### src/rtl/i2c_target_if.sv
// Bus and register-side signal bundle for the I2C target.
// The target is the slave modport; the environment driving the bus uses master.
interface i2c_target_if;
  logic       SDA_I;
  logic       SDA_O;
  logic       SDA_E;
  logic       SCL_I;
  logic [7:0] REG_ADDR;
  logic [7:0] REG_WDATA;
  logic       REG_WE;
  logic [7:0] REG_RDATA;
  logic       REG_RE;
  logic       BUSY;

  modport slave (
    input  SDA_I, SCL_I, REG_RDATA,
    output SDA_O, SDA_E, REG_ADDR, REG_WDATA, REG_WE, REG_RE, BUSY
  );

  modport master (
    output SDA_I, SCL_I, REG_RDATA,
    input  SDA_O, SDA_E, REG_ADDR, REG_WDATA, REG_WE, REG_RE, BUSY
  );
endinterface

### src/rtl/i2c_target.sv
// I2C target with a byte-wide register port: first written byte sets the
// register index, further bytes write and auto-increment; reads stream from the index.
module i2c_target #(
  parameter logic [6:0] ADDRESS = 7'h29
) (
  input  logic          CLK,
  input  logic          RST,
  i2c_target_if.slave   bus
);

  typedef enum logic [2:0] {
    IDLE, ADDR, ADDR_ACK, WR, WR_ACK, RD, RD_ACK, IGNORE
  } state_e;

  logic       sda_s1_q, sda_s2_q, sda_p_q;
  logic       scl_s1_q, scl_s2_q, scl_p_q;
  state_e     state_q, state_d;
  logic [7:0] shift_q, shift_d;
  logic [3:0] bit_cnt_q, bit_cnt_d;
  logic [1:0] byte_idx_q, byte_idx_d;
  logic       phase_q, phase_d;
  logic       upd_q, upd_d;
  logic       sda_e_q, sda_e_d;
  logic [7:0] reg_addr_q, reg_addr_d;
  logic [7:0] reg_wdata_q, reg_wdata_d;
  logic       reg_we_q, reg_we_d;
  logic       reg_re_q, reg_re_d;
  logic       busy_q, busy_d;

  logic       scl_rise_c, scl_fall_c, start_c, stop_c, last_bit_c;
  logic [7:0] rx_byte_c;

  // Bus conditions from the synchronized lines and their one-cycle-old copies
  always_comb begin
    scl_rise_c = scl_s2_q & ~scl_p_q;
    scl_fall_c = ~scl_s2_q & scl_p_q;
    start_c    = scl_s2_q & scl_p_q & sda_p_q & ~sda_s2_q;
    stop_c     = scl_s2_q & scl_p_q & ~sda_p_q & sda_s2_q;
    rx_byte_c  = {shift_q[6:0], sda_s2_q};
    last_bit_c = (bit_cnt_q == 4'd7);
  end

  always_comb begin
    state_d     = state_q;
    shift_d     = shift_q;
    bit_cnt_d   = bit_cnt_q;
    byte_idx_d  = byte_idx_q;
    phase_d     = phase_q;
    upd_d       = 1'b0;
    sda_e_d     = sda_e_q;
    reg_addr_d  = reg_addr_q;
    reg_wdata_d = reg_wdata_q;
    reg_we_d    = 1'b0;
    reg_re_d    = 1'b0;
    busy_d      = busy_q;

    // Index advances the cycle after a write strobe
    if (reg_we_q) reg_addr_d = reg_addr_q + 8'd1;

    if (start_c) begin
      state_d   = ADDR;
      bit_cnt_d = 4'd0;
      sda_e_d   = 1'b0;
    end else if (stop_c) begin
      state_d = IDLE;
      sda_e_d = 1'b0;
      busy_d  = 1'b0;
    end else begin
      case (state_q)
        IDLE, IGNORE: sda_e_d = 1'b0;

        ADDR: if (scl_rise_c) begin
          shift_d   = rx_byte_c;
          bit_cnt_d = bit_cnt_q + 4'd1;
          if (last_bit_c) begin
            bit_cnt_d = 4'd0;
            phase_d   = 1'b0;
            if (rx_byte_c[7:1] == ADDRESS) begin
              state_d = ADDR_ACK;
              busy_d  = 1'b1;
            end else begin
              state_d = IGNORE;
              busy_d  = 1'b0;
            end
          end
        end

        // shift_q[0] still holds the R/W bit of the address byte
        ADDR_ACK: if (scl_fall_c) begin
          if (!phase_q) begin
            sda_e_d = 1'b1;
            phase_d = 1'b1;
          end else if (shift_q[0]) begin
            shift_d   = bus.REG_RDATA;
            reg_re_d  = 1'b1;
            upd_d     = 1'b1;
            bit_cnt_d = 4'd0;
            state_d   = RD;
          end else begin
            sda_e_d    = 1'b0;
            byte_idx_d = 2'd0;
            bit_cnt_d  = 4'd0;
            state_d    = WR;
          end
        end

        WR: if (scl_rise_c) begin
          shift_d   = rx_byte_c;
          bit_cnt_d = bit_cnt_q + 4'd1;
          if (last_bit_c) begin
            bit_cnt_d = 4'd0;
            phase_d   = 1'b0;
            state_d   = WR_ACK;
            if (byte_idx_q == 2'd0) begin
              reg_addr_d = rx_byte_c;
            end else begin
              reg_wdata_d = rx_byte_c;
              reg_we_d    = 1'b1;
            end
          end
        end

        WR_ACK: if (scl_fall_c) begin
          if (!phase_q) begin
            sda_e_d = 1'b1;
            phase_d = 1'b1;
          end else begin
            sda_e_d   = 1'b0;
            bit_cnt_d = 4'd0;
            state_d   = WR;
            if (byte_idx_q != 2'd2) byte_idx_d = byte_idx_q + 2'd1;
          end
        end

        // Drive value follows the shift MSB one cycle after each load/shift
        RD: begin
          if (upd_q) sda_e_d = ~shift_q[7];
          if (scl_rise_c) begin
            bit_cnt_d = bit_cnt_q + 4'd1;
          end else if (scl_fall_c) begin
            if (bit_cnt_q == 4'd8) begin
              sda_e_d = 1'b0;
              phase_d = 1'b0;
              state_d = RD_ACK;
            end else begin
              shift_d = {shift_q[6:0], 1'b0};
              upd_d   = 1'b1;
            end
          end
        end

        RD_ACK: begin
          if (scl_rise_c) begin
            if (sda_s2_q) begin
              state_d = IGNORE;
            end else begin
              reg_addr_d = reg_addr_q + 8'd1;
              phase_d    = 1'b1;
            end
          end else if (scl_fall_c && phase_q) begin
            shift_d   = bus.REG_RDATA;
            reg_re_d  = 1'b1;
            upd_d     = 1'b1;
            bit_cnt_d = 4'd0;
            state_d   = RD;
          end
        end

        default: state_d = IDLE;
      endcase
    end
  end

  // Synchronizers idle high so reset looks like a quiet bus
  always_ff @(posedge CLK or posedge RST) begin
    if (RST) begin
      sda_s1_q    <= 1'b1;
      sda_s2_q    <= 1'b1;
      sda_p_q     <= 1'b1;
      scl_s1_q    <= 1'b1;
      scl_s2_q    <= 1'b1;
      scl_p_q     <= 1'b1;
      state_q     <= IDLE;
      shift_q     <= 8'h00;
      bit_cnt_q   <= 4'd0;
      byte_idx_q  <= 2'd0;
      phase_q     <= 1'b0;
      upd_q       <= 1'b0;
      sda_e_q     <= 1'b0;
      reg_addr_q  <= 8'h00;
      reg_wdata_q <= 8'h00;
      reg_we_q    <= 1'b0;
      reg_re_q    <= 1'b0;
      busy_q      <= 1'b0;
    end else begin
      sda_s1_q    <= bus.SDA_I;
      sda_s2_q    <= sda_s1_q;
      sda_p_q     <= sda_s2_q;
      scl_s1_q    <= bus.SCL_I;
      scl_s2_q    <= scl_s1_q;
      scl_p_q     <= scl_s2_q;
      state_q     <= state_d;
      shift_q     <= shift_d;
      bit_cnt_q   <= bit_cnt_d;
      byte_idx_q  <= byte_idx_d;
      phase_q     <= phase_d;
      upd_q       <= upd_d;
      sda_e_q     <= sda_e_d;
      reg_addr_q  <= reg_addr_d;
      reg_wdata_q <= reg_wdata_d;
      reg_we_q    <= reg_we_d;
      reg_re_q    <= reg_re_d;
      busy_q      <= busy_d;
    end
  end

  assign bus.SDA_O     = 1'b0;
  assign bus.SDA_E     = sda_e_q;
  assign bus.REG_ADDR  = reg_addr_q;
  assign bus.REG_WDATA = reg_wdata_q;
  assign bus.REG_WE    = reg_we_q;
  assign bus.REG_RE    = reg_re_q;
  assign bus.BUSY      = busy_q;

endmodule

### src/flat_wrapper.sv
// flat-port wrapper written by rule: the top's interface ports become plain ports
module i2c_target_flat 
#(
  parameter logic [6:0] ADDRESS = 7'h29
)
  (CLK, RST, bus_SDA_I, bus_SCL_I, bus_REG_RDATA, bus_SDA_O, bus_SDA_E, bus_REG_ADDR, bus_REG_WDATA, bus_REG_WE, bus_REG_RE, bus_BUSY);
  i2c_target_if bus_i ();
  input  logic CLK;
  input  logic RST;
  input wire logic [$bits(bus_i.SDA_I)-1:0] bus_SDA_I;
  input wire logic [$bits(bus_i.SCL_I)-1:0] bus_SCL_I;
  input wire logic [$bits(bus_i.REG_RDATA)-1:0] bus_REG_RDATA;
  output wire logic [$bits(bus_i.SDA_O)-1:0] bus_SDA_O;
  output wire logic [$bits(bus_i.SDA_E)-1:0] bus_SDA_E;
  output wire logic [$bits(bus_i.REG_ADDR)-1:0] bus_REG_ADDR;
  output wire logic [$bits(bus_i.REG_WDATA)-1:0] bus_REG_WDATA;
  output wire logic [$bits(bus_i.REG_WE)-1:0] bus_REG_WE;
  output wire logic [$bits(bus_i.REG_RE)-1:0] bus_REG_RE;
  output wire logic [$bits(bus_i.BUSY)-1:0] bus_BUSY;
  assign bus_i.SDA_I = bus_SDA_I;
  assign bus_i.SCL_I = bus_SCL_I;
  assign bus_i.REG_RDATA = bus_REG_RDATA;
  assign bus_SDA_O = bus_i.SDA_O;
  assign bus_SDA_E = bus_i.SDA_E;
  assign bus_REG_ADDR = bus_i.REG_ADDR;
  assign bus_REG_WDATA = bus_i.REG_WDATA;
  assign bus_REG_WE = bus_i.REG_WE;
  assign bus_REG_RE = bus_i.REG_RE;
  assign bus_BUSY = bus_i.BUSY;
  i2c_target #(.ADDRESS(ADDRESS)) u_core (.CLK(CLK), .RST(RST), .bus(bus_i));
endmodule
### config.mk
export PLATFORM = sky130hd
export DESIGN_NAME = i2c_target_flat
export DESIGN_NICKNAME = d
export VERILOG_FILES = /design/src/rtl/i2c_target_if.sv /design/src/rtl/i2c_target.sv /design/src/flat_wrapper.sv
export SDC_FILE = /design/constraint.sdc
export NUM_CORES = 1
export LEC_CHECK = 0
export ABC_AREA = 1
export ABC_CLOCK_PERIOD_IN_PS = 3000
export BUFFER_PORTS_ARGS = -buffer_cell sky130_fd_sc_hd__buf_2
export CAP_MARGIN = 40
export CORE_ASPECT_RATIO = 1.2
export CORE_MARGIN = 3
export CORE_UTILIZATION = 50
export DETAILED_ROUTE_END_ITERATION = 6
export PLACE_DENSITY = 0.75
export SETUP_SLACK_MARGIN = 0.02
export SLEW_MARGIN = 20
export SYNTH_ARGS = -nofsm -noshare
export SYNTH_HDL_FRONTEND = slang
export SYNTH_SLANG_ARGS = --single-unit
### constraint.sdc
create_clock -name CLK -period 3 [get_ports CLK]
set_clock_uncertainty 0.1 [all_clocks]
set_input_delay 0.6 -clock CLK [delete_from_list [all_inputs] [get_ports CLK]]
set_output_delay 0.6 -clock CLK [all_outputs]
set_load 0.03 [all_outputs]
After elaboration in Yosys (flattened, before gate mapping) --
Cells that the tools add are included.
Word-level totals: memories kept 0, RAM bits 0, flip-flop bits (word level) 45, output and inout bits 21, memory bits (read-only) 0, bits of input ports 12, logic and storage cells 212, bits in latches 0
Cells by class: equal/unequal tests 50, multipliers 0, $lt $le $gt $ge 0, reduce and logical (&&, ||, !) cells 24, $add $sub $neg 3, muxes and demuxes 101, bitwise gates (word level) 15, shift operators 0, divide/modulo/power cells 0
Operators by type and width (count):
- $mux 8 | 17
- $mux 3 | 18
- $mux 1 | 42
- $ne 4x1->1 const B | 10
- $mux 4 | 9
- $pmux 8 s4 | 1
- $ne 2x1->1 const B | 14
- $reduce_and 11->1 | 2
- $pmux 3 s6 | 1
- $pmux 4 s4 | 1
- $pmux 8 s2 | 1
- $ne 3x1->1 const B | 5
- $reduce_and 14->1 | 1
- $eq 3x3->1 const B | 4
- $mux 2 | 6
- $ne 2x2->1 const B | 6
- $reduce_and 12->1 | 1
- $reduce_and 9->1 | 1
- $add 8x1->8 const B | 1
- $not 1->1 | 8
- $pmux 1 s4 | 2
- $reduce_and 4->1 | 2
- $reduce_and 8->1 | 1
- $reduce_bool 2->1 | 4
- other kinds (25) | 35

Logic depth before layout (Yosys ltp) --
depth in word-level cells 8, depth in mapped cells 12, gate-level depth less buffers 11

Worst setup path before layout --
Ideal clock, no wire load.
path kind reg2reg, from register u_core.scl_p_q, to register u_core.shift_q[1], setup slack 1.338 ns, period minus slack after synthesis 1.662 ns, required time 2.781 ns, arrival 1.442 ns, buffers on the path 1, cell stages (with the launch flop) 11, setup time 0.119 ns, cells stage by stage dfstp_2 -> inv_2 -> nor2_2 -> nand2_1 -> nand2_2 -> nand2_1 -> nor2_2 -> nand3_2 -> buf_6 -> nand2_1 -> o21ai_2
Between the ends: cells in the longest elaborated chain, start to end 5, elaborated cells on any way between the ends 18, classes of those cells 6 x eq/ne; 10 x bitwise; 2 x reduce/logical
Ends and longest elaborated chain:
- start: declaration | line i2c_target.sv:16 | logic scl_s1_q, scl_s2_q, scl_p_q;
- start signal: assignment | line i2c_target.sv:201 | scl_p_q <= scl_s2_q;
- $and 1x1->1 | line i2c_target.sv:37, i2c_target.sv:38
- $and 1x1->1 (on tied branches) (2 in series) | line i2c_target.sv:37, i2c_target.sv:38
- $not 1->1 (no source line)
- $reduce_and 12->1 (no source line) *
- end signal: assignment | line i2c_target.sv:203 | shift_q <= shift_d;
- end: declaration | line i2c_target.sv:18 | logic [7:0] shift_q, shift_d;
Every way passes the cells marked *; elsewhere a longest branch is shown, timed or not. A chain may end at the register's enable or synchronous reset.

Worst setup path after layout --
from register u_core.bit_cnt_q[0], to register u_core.reg_wdata_q[5], in the netlist u_core.bus.REG_WDATA[5]
Between the ends: cells in the longest elaborated chain, start to end 2
Ends and longest elaborated chain:
- start: declaration | line i2c_target.sv:19 | logic [3:0] bit_cnt_q, bit_cnt_d;
- start signal: assignment | line i2c_target.sv:204 | bit_cnt_q <= bit_cnt_d;
- $eq 4x3->1 | line i2c_target.sv:40 | last_bit_c = (bit_cnt_q == 4'd7);
- $reduce_and 6->1 (no source line)
- end signal: assignment | line i2c_target.sv:210 | reg_wdata_q <= reg_wdata_d;
- end: declaration | line i2c_target.sv:25 | logic [7:0] reg_wdata_q, reg_wdata_d;
No other way between the ends.

==> results by group <==
GRT
  • First-pass GRT wire length: 12500 um
  • GR Util All Layers: 0.222
  • Grt total ovfl: 0
  • Initial antenna violation count: 0
  • Vias in the first global route: 2697
  • Largest net degree at the start of global routing: 32

Clock network
  • Setup Buffers After CTS: 0
  • Clk slew on worst S/H paths: 90 ps
  • Clock tree buffer depth: 2
  • PostCTS Resize Cnt: 0
  • Worst skew pair latency: 290 ps
  • CTS Hold Bufs: 0
  • CTS Buf Count: 5
  • H-tree depth: 2
  • CTS tree: built
  • Clock sinks: 45
  • Clk root buf: clkbuf_8

Setup path
  • R2r setup slk: about 870 ps
  • Reg2Reg Launch Point: u_core.bit_cnt_q[0]
  • Worst Path Max Fanout: 13
  • Startpoint types: register
  • Path type of the worst setup path: reg -> reg
  • Worst reg2reg endpoint: u_core.bus.REG_WDATA[5]
  • CP required: 3140 ps
  • Crit path capture type: register
  • Reg2reg path depth: 7
  • Crit path DAT: between 2000 and 2500 ps

Placement
  • Global placement routability congestion: 0.960
  • Dpl cells: 528
  • Port buffer count: 31
  • HPWL Detailed: 5690 um

Die
  • Die W: 76.4 um
  • Die height: 90.4 um
  • Starting density of the core: 0.521
  • CORE AREA: ~5700 um^2
  • Die area: 6910 um^2
  • I/O Pins: 33
  • Num rows: 30

Drt
  • Vias per inst: about 5.4
  • Routed len/inst: 13.8 um
  • Via count: 2891
  • Residual DRC: 0
  • Total routed wirelength: 7400 um
  • Drt pass-1 iters: 5
  • First DRT Iteration DRCs: 269
  • Post-route ant nets: 0

Yosys
  • Post-Syn Instances: 426
  • Synth top cells by count: nand2_1 (138), nand3_1 (48), inv_1 (41)
  • Unique cell type count in the Yosys netlist: 40
  • Post-synth EDFFs: 0
  • Share of the synthesized area in the top cell type: 0.329
  • Top_reg_cell synth: dfrtp_1
  • Synth area leader: dfrtp_1
  • Sequential-to-total area share from yosys stat: 0.382
  • Post-Syn Area: 2970 um^2
  • Top-count cell post-synth: nand2_1
  • Avg Cell Area, Syn: 6.97 um^2
  • Asr flop ratio synth: 1.00
  • Synth area leaders: dfrtp_1 (33%), nand2_1 (17%), nand3_1 (8.1%)
  • Syn. warnings: 0
  • Yosys reg bits: 45
  • Syn Nets: between 400 and 500

Pwr
  • LEAKAGE: 0.00178 uW
  • PD cells: 875 nW/um^2
  • Max VDD drop: 0.644 mV

Timing
  • Endpoints failing hold: 0
  • Slew Viols, Final: 0
  • Worst Tran Pin Value: about 520 ps
  • Maximum clock rate: around 470 MHz
  • Worst slew margin: 0.653
  • RSZ-0062 raised after global routing: no
  • Tmin final: 2130 ps
  • Period Utilization, post-route: 0.709
  • Setup tns final: 0 ps
  • Finish-stage setup viols: 0

Finish
  • Layout cells sized above 1: 0.156
  • Final nets: 472
  • Final Non-Filler Cells: about 540
  • Layout overhead on the synthesized area: 11.0%
  • Diodes inserted: 0

Run
  • Max-cap violations: 0

Hold path
  • Min-delay worst type: in -> async

Run status
  • Outcome: finished, final reports clean
flip-flops by register name, summed over array words and instances (netlist names):
register,cells
u_core.shift_q,8
u_core.sda_p_q,1
u_core.bit_cnt_q,4
u_core.bus.REG_WE,1
u_core.state_q,3
u_core.byte_idx_q,2
u_core.bus.REG_ADDR,8
u_core.scl_s1_q,1
u_core.upd_q,1
u_core.scl_p_q,1
u_core.sda_s1_q,1
u_core.bus.SDA_E,1
u_core.sda_s2_q,1
u_core.bus.REG_WDATA,8
u_core.phase_q,1
u_core.bus.BUSY,1
u_core.scl_s2_q,1
u_core.bus.REG_RE,1
metrics by stage:
stage                     power (uW)  worst slack (ps)  hold slack, ps  instance area (um^2)  utilization
after global placement          2390               937             250                  3160        0.555
after floorplan                 2090              1250             245                  2970            -
after global routing            3150               616             162                  3300        0.578
final                           2880               874             160                  3300        0.578
after CTS                       2880               888             163                  3300        0.578
after detailed placement        2410               914             248                  3180        0.558
cells in the final DEF (no fill, tap or decap), types with 2 or more instances in the layout:
master	Yosys	final
o21ai_1	3	3
nand4_1	6	6
ha_1	5	5
inv_2	2	3
dfstp_2	6	6
nand3_1	48	48
o21ai_2	3	3
inv_4	2	2
o211ai_1	5	5
nor2_1	34	34
xor2_1	2	2
clkbuf_8	0	5
a21oi_1	10	10
nor3_1	3	3
a31oi_1	6	6
inv_1	41	40
nor2_2	4	4
dfrtp_1	39	39
buf_2	4	31
o22ai_1	2	2
nand2_2	4	4
nor2_4	2	2
nand2_1	138	138
o21ai_0	31	31
and2_1	2	2
nand3_2	4	4
xnor2_1	3	3
where the power goes:
part / internal (uW) / switching, uW / leakage (uW) / total (uW)
registers: 729 / 188 / 0.000589 / 917
clock network: 250 / 212 / 0.0000554 / 462
logic: 472 / 1030 / 0.00113 / 1500
worst max-delay path, cell delays in order (launching register included):
cell     delay (ps)
dfrtp_1         450
ha_1            240
nand2_1          70
nor2_1          280
nand4_1         500
inv_1           290
nand2_1          70
nand2_1          60
worst max path at each step:
stage	from	to	cells after the start
6_report	u_core.bit_cnt_q[0]	u_core.bus.REG_WDATA[5]	7
5_1_grt	u_core.bit_cnt_q[0]	u_core.bus.REG_WDATA[3]	7
3_5_place_dp	u_core.bit_cnt_q[0]	u_core.bus.REG_WDATA[5]	7
3_3_place_gp	u_core.bit_cnt_q[0]	u_core.bus.REG_WDATA[3]	7
2_1_floorplan	RST	u_core.bit_cnt_q[0]	1
4_1_cts	u_core.bit_cnt_q[0]	u_core.bus.REG_WDATA[5]	7
per-layer routing:
layer | vias up | track usage | part of all wire
li1 | 1449 | - | -
met1 | 1338 | 0.277 | 0.42
met2 | 96 | 0.395 | 0.52
met3 | 8 | 0.0339 | 0.044
met4 | 0 | 0.0650 | 0.011
met5 | - | 0 | 0
area by class of cell:
class,instances,area (um^2)
Clock buffer,6,72.6
Clock inverter,2,38.8
Fill cell,563,2410
Inverter,45,174
Multi-Input combinational cell,326,1600
Sequential cell,45,1130
Tap cell,80,100
Timing Repair Buffer,32,175
kinds of logic (layout without fill, tap and decap cells):
logic type / Yosys count / count (layout) / synth area share
other: 1 / 1 / 0.00126
and+or+nand+nor: 250 / 250 / 0.375
xor gates and xnor gates: 5 / 5 / 0.0147
muxes: 1 / 1 / 0.00337
buffers and inverters: 55 / 85 / 0.0792
DFF: 45 / 45 / 0.382
adders and majority gates: 5 / 5 / 0.0211
AOI/OAI and AO/OA: 64 / 64 / 0.124
(Power assumes the default switching activity.)
